### src/rtl/prox_estado.sv
// prox_estado: next-state generator for the 2-bit control FSM.
//
// Synchronizes and edge-detects the push-button, synchronizes the abort
// line, runs a per-state dwell timer and decodes the next state from the
// current state (looped back from the external state register) and those
// events.
//
// Ports:
//   clock   in  single clock, rising edge
//   reset   in  asynchronous, active-high; clears every flop
//   botao   in  asynchronous push-button level
//   cancela in  asynchronous abort level
//   ea0/ea1 in  current state bits, from the state register
//   pe0/pe1 out next state bits, to the state register
//   tmo     out one-cycle pulse when the dwell timer expires in A or B
//
// state | meaning
// ------+-----------------------------------------------
// IDLE  | 00, waiting for a button press
// ST_A  | 01, timed dwell of T_A cycles, then B
// ST_B  | 10, timed dwell of T_B cycles, then C
// ST_C  | 11, holds until the next button press

module prox_estado #(
  parameter int T_A = 4,
  parameter int T_B = 8,
  parameter int CW  = 8
) (
  input  logic clock,
  input  logic reset,
  input  logic botao,
  input  logic cancela,
  input  logic ea0,
  input  logic ea1,
  output logic pe0,
  output logic pe1,
  output logic tmo
);

  typedef enum logic [1:0] {
    IDLE = 2'b00,
    ST_A = 2'b01,
    ST_B = 2'b10,
    ST_C = 2'b11
  } estado_t;

  localparam logic [CW-1:0] LIM_A   = CW'(T_A - 1);
  localparam logic [CW-1:0] LIM_B   = CW'(T_B - 1);
  localparam logic [CW-1:0] CNT_MAX = {CW{1'b1}};

  estado_t       ea;
  estado_t       pe;
  logic          b1, b2, b3;
  logic          c1, c2;
  logic [1:0]    ea_prev;
  logic [CW-1:0] cnt;
  logic [CW-1:0] dwell;
  logic          entry;
  logic          btn_edge;
  logic          cancela_s;
  logic          tmo_raw;

  assign ea = estado_t'({ea1, ea0});

  always_ff @(posedge clock or posedge reset) begin
    if (reset) begin
      b1      <= 1'b0;
      b2      <= 1'b0;
      b3      <= 1'b0;
      c1      <= 1'b0;
      c2      <= 1'b0;
      ea_prev <= 2'b00;
      cnt     <= '0;
    end else begin
      b1      <= botao;
      b2      <= b1;
      b3      <= b2;
      c1      <= cancela;
      c2      <= c1;
      ea_prev <= {ea1, ea0};
      // saturate so a long stay never wraps back onto a timeout value
      cnt     <= (dwell == CNT_MAX) ? dwell : dwell + CW'(1);
    end
  end

  assign btn_edge  = b2 & ~b3;
  assign cancela_s = c2;

  // any change of the looped-back state restarts the dwell count at 0
  assign entry = ({ea1, ea0} != ea_prev);
  assign dwell = entry ? '0 : cnt;

  assign tmo_raw = ((ea == ST_A) && (dwell == LIM_A)) ||
                   ((ea == ST_B) && (dwell == LIM_B));

  // gated by reset so the output is quiet even with a nonzero ea during reset
  assign tmo = tmo_raw & ~reset;

  always_comb begin
    pe = ea;
    if (reset) begin
      pe = IDLE;
    end else if (cancela_s) begin
      pe = IDLE;
    end else begin
      case (ea)
        IDLE: pe = btn_edge ? ST_A : IDLE;
        ST_A: begin
          if (btn_edge)     pe = ST_C;
          else if (tmo_raw) pe = ST_B;
          else              pe = ST_A;
        end
        ST_B: begin
          if (btn_edge)     pe = ST_A;
          else if (tmo_raw) pe = ST_C;
          else              pe = ST_B;
        end
        ST_C: pe = btn_edge ? IDLE : ST_C;
        default: pe = IDLE;
      endcase
    end
  end

  assign {pe1, pe0} = pe;

endmodule

### config.mk
export PLATFORM = sky130hd
export DESIGN_NAME = prox_estado
export DESIGN_NICKNAME = d
export VERILOG_FILES = /design/src/rtl/prox_estado.sv
export SDC_FILE = /design/constraint.sdc
export NUM_CORES = 1
export LEC_CHECK = 0
export CORE_ASPECT_RATIO = 1.4
export CORE_UTILIZATION = 40
export DETAILED_ROUTE_END_ITERATION = 12
export HOLD_SLACK_MARGIN = 0.06
export PLACE_DENSITY = 0.65
export SYNTH_ARGS = -nofsm -noshare
export SYNTH_HDL_FRONTEND = slang
export SYNTH_SLANG_ARGS = --single-unit
### constraint.sdc
create_clock -name clock -period 2.4 [get_ports clock]
set_input_delay 0.24 -clock clock [delete_from_list [all_inputs] [get_ports clock]]
set_output_delay 0.24 -clock clock [all_outputs]
set_load 0.03 [all_outputs]
==> metrics.cfg <==
[status]
status=finished, final reports clean

[job]
drv_cap=0

[logic_synthesis]
synthFlopType=dfrtp_1
ys_ff_latch=15
synth_cells=81
ys_top_cells_by_area=dfrtp_1 46%, a31oi_1 3.8%, xnor2_1 3.2%
netlist-cell-type-count=37
synth_top_area_share=0.4615
synth_warnings=0
synth_nets=88
netlist_area_um2=813.3
synth_enable_flop_cells=0
ys_seq_area_frac=0.4615
synthArstFlopShare=1.000
synth_top_cell_by_area=dfrtp_1
avgSynthCellArea_um2=10.04

[final_layout]
antennaDiodeCount=0
drive_gt1_frac=0.3600
finalNonFillerCells=120
fillers=166
syn2layout_area_growth_pct=28.31
final_area_mm2=0.001044
final_nets=108
final_core_util=0.5650

[worst_setup_path]
cp.arrival_ns=2.00
path_class=reg -> out
slowest_stage=dfrtp_2
cp_top_family=simple AND/OR/NAND/NOR gates
critPathMaxStageDelay_ns=0.44
crit_top_cell=o31a_1
crit_path_max_fanout=4
endpoint_kind=primary output
crit_chain=xnor2_2 -> and3_4 -> ha_4 -> nand4_1 -> nor4_2 -> o31a_1 -> o31a_1 -> buf_4
crit_path_start_kind=flip-flop
cp_num_buf_inv=1
required_ns=2.16

[detailed_routing]
detail_route.wl_per_cell_um=13.61
first_iter_violations=8
vias_per_cell=5.517
vias=662
final_antenna_net_count=0
drc=0
drt-total-wl_um=1633
dr.pass1.iters=4

[sta]
max_freq_mhz=445.5
period_needed_ns=2.245
fin_crit_sh=0.9353
hold_violations=0
worst-slew-pin-transition_ns=0.5585
fin_ws_ns=0.1553
max-slew-margin-rel=0.6273
fin_tns_setup_ns=0
report.final.setup_viol=0
grt_setup_unrepaired=no
skew_ns=0.003753
drv_slew=0
fin_hold_ws_ns=0.3555

[power_and_ir_drop]
p_sw_frac=0.2586
leakage_nw=0.4572
peakVddDrop_v=0.0002987
p_seq_frac=0.542
power_frac_comb=0.175
p_per_area_mw_per_mm2=479.1
p_int_mw=0.3707
clkPwrFrac=0.283
power.total_mw=0.4999
switchingPower_mw=0.1293

[clock_tree]
cts_tree=built
cts-buffers-inserted=3
clkSlewWorstSetupHoldPaths_ns=0.09
clockBufferDepth=2
cts-root-buf=clkbuf_4
clock-sinks=15
ctsHtreeMaxLevel=1
clkLatencyLatePin_ns=0.28

[grt]
grt_pass1_vias=597
grt_pass1_wl_um=2504
grt.overflow.total=0
grt_max_degree=16
antenna_found_initial=0
track_usage=0.1667

[floorplanning]
core-area_mm2=0.001847
die_w_um=40.11
fp-row-count=18
die_h_um=55.35
ios=9
dieArea_mm2=0.002220
start_util=0.4404

[place]
dpl_cell_area_um2=945.9
portBuffers=8
dpl.cell_count=112
globalplace.congestion=0.7340
pre_cts_ws_ns=0.07889
dp_hpwl_um=1173

[hold_path]
hold_path.class=in -> async

-- Yosys cell counts (2+ instances only) --
cell type,instances
nand2_1,6
nor2_1,6
dfrtp_1,15
and3_1,3
mux2i_1,2
clkbuf_1,2
buf_2,2
a21oi_1,2
nand3_1,3
a31oi_1,5
nand4_1,2
o31a_1,2
o21ai_0,2
nand2b_1,2
a211oi_1,2
xnor2_1,3
inv_1,2
-- power groups by stage --
stage	clock (mW)	combinational (mW)	sequential, mW
after floorplan	0	0.0443	0.273
after global placement	0	0.0705	0.276
after detailed placement	0	0.0722	0.276
after CTS	0.150	0.0754	0.272
after global routing	0.163	0.0968	0.272
final	0.141	0.0876	0.271
-- logic make-up (layout without fill, tap and decap cells) --
kind of cell             after synthesis  count (layout)  share of synthesized area
adder cells (fa/ha/maj)                1               1                    0.01538
XOR/XNOR                               3               3                    0.03231
AND/OR/NAND/NOR                       33              33                     0.2323
AO/OA/AOI/OAI                         19              19                     0.1800
multiplexers                           3               3                    0.03846
flip-flops                            15              15                     0.4615
buffers and inverters                  7              26                    0.04001
-- area by class of cell --
| class | count | area, um2 | share of cell area |
|---|---|---|---|
| Sequential cell | 15 | 377.9 | 0.3621 |
| Clock buffer | 3 | 22.52 | 0.02158 |
| Timing Repair Buffer | 20 | 162.7 | 0.1559 |
| Multi-Input combinational cell | 59 | 442.9 | 0.4245 |
| Tap cell | 20 | 25.02 | 0.02398 |
| Inverter | 2 | 7.507 | 0.007194 |
| Clock inverter | 1 | 5.005 | 0.004796 |
-- cells in the final DEF, fill, tap and decap left out, types with 3 or more instances in the layout --
cell type        count
nor2_1               6
a31oi_1              5
nand2_1              6
nand3_1              3
clkdlybuf4s50_1      5
dfrtp_1             13
buf_4               15
clkbuf_4             3
-- final timing paths --
kind	depth (start not counted)	slack [ns]	from	to
max	8	0.16	ea_prev[1]	pe0
max reg2reg	6	0.57	ea_prev[1]	cnt[1]
max in group asynchronous	2	1.65	reset	ea_prev[0]
min	2	0.36	reset	c2
min in group clock	0	0.36	c1	c2
min reg2reg	0	0.36	c1	c2
-- routing by layer --
metal / up-vias / track usage / share of wire
li1: 340 / - / -
met1: 309 / 0.1875 / 0.43
met2: 11 / 0.2650 / 0.53
met3: 2 / 0.03614 / 0.026
met4: 0 / 0.1034 / 0.015
met5: - / 0 / 0
-- state kept, by name, summed over array words and instances, names as in the netlist --
signal and cells:
cnt 8, ea_prev 2, b1 1, b2 1, b3 1, c1 1, c2 1
-- what timing repair did --
item	in CTS	in global routing
pin swaps	0	2
hold buffers	0	0
setup endpoints to repair	1	1
setup buffers	0	4
gates resized for setup	3	5
No activity file was read; power rests on OpenSTA's default activity.
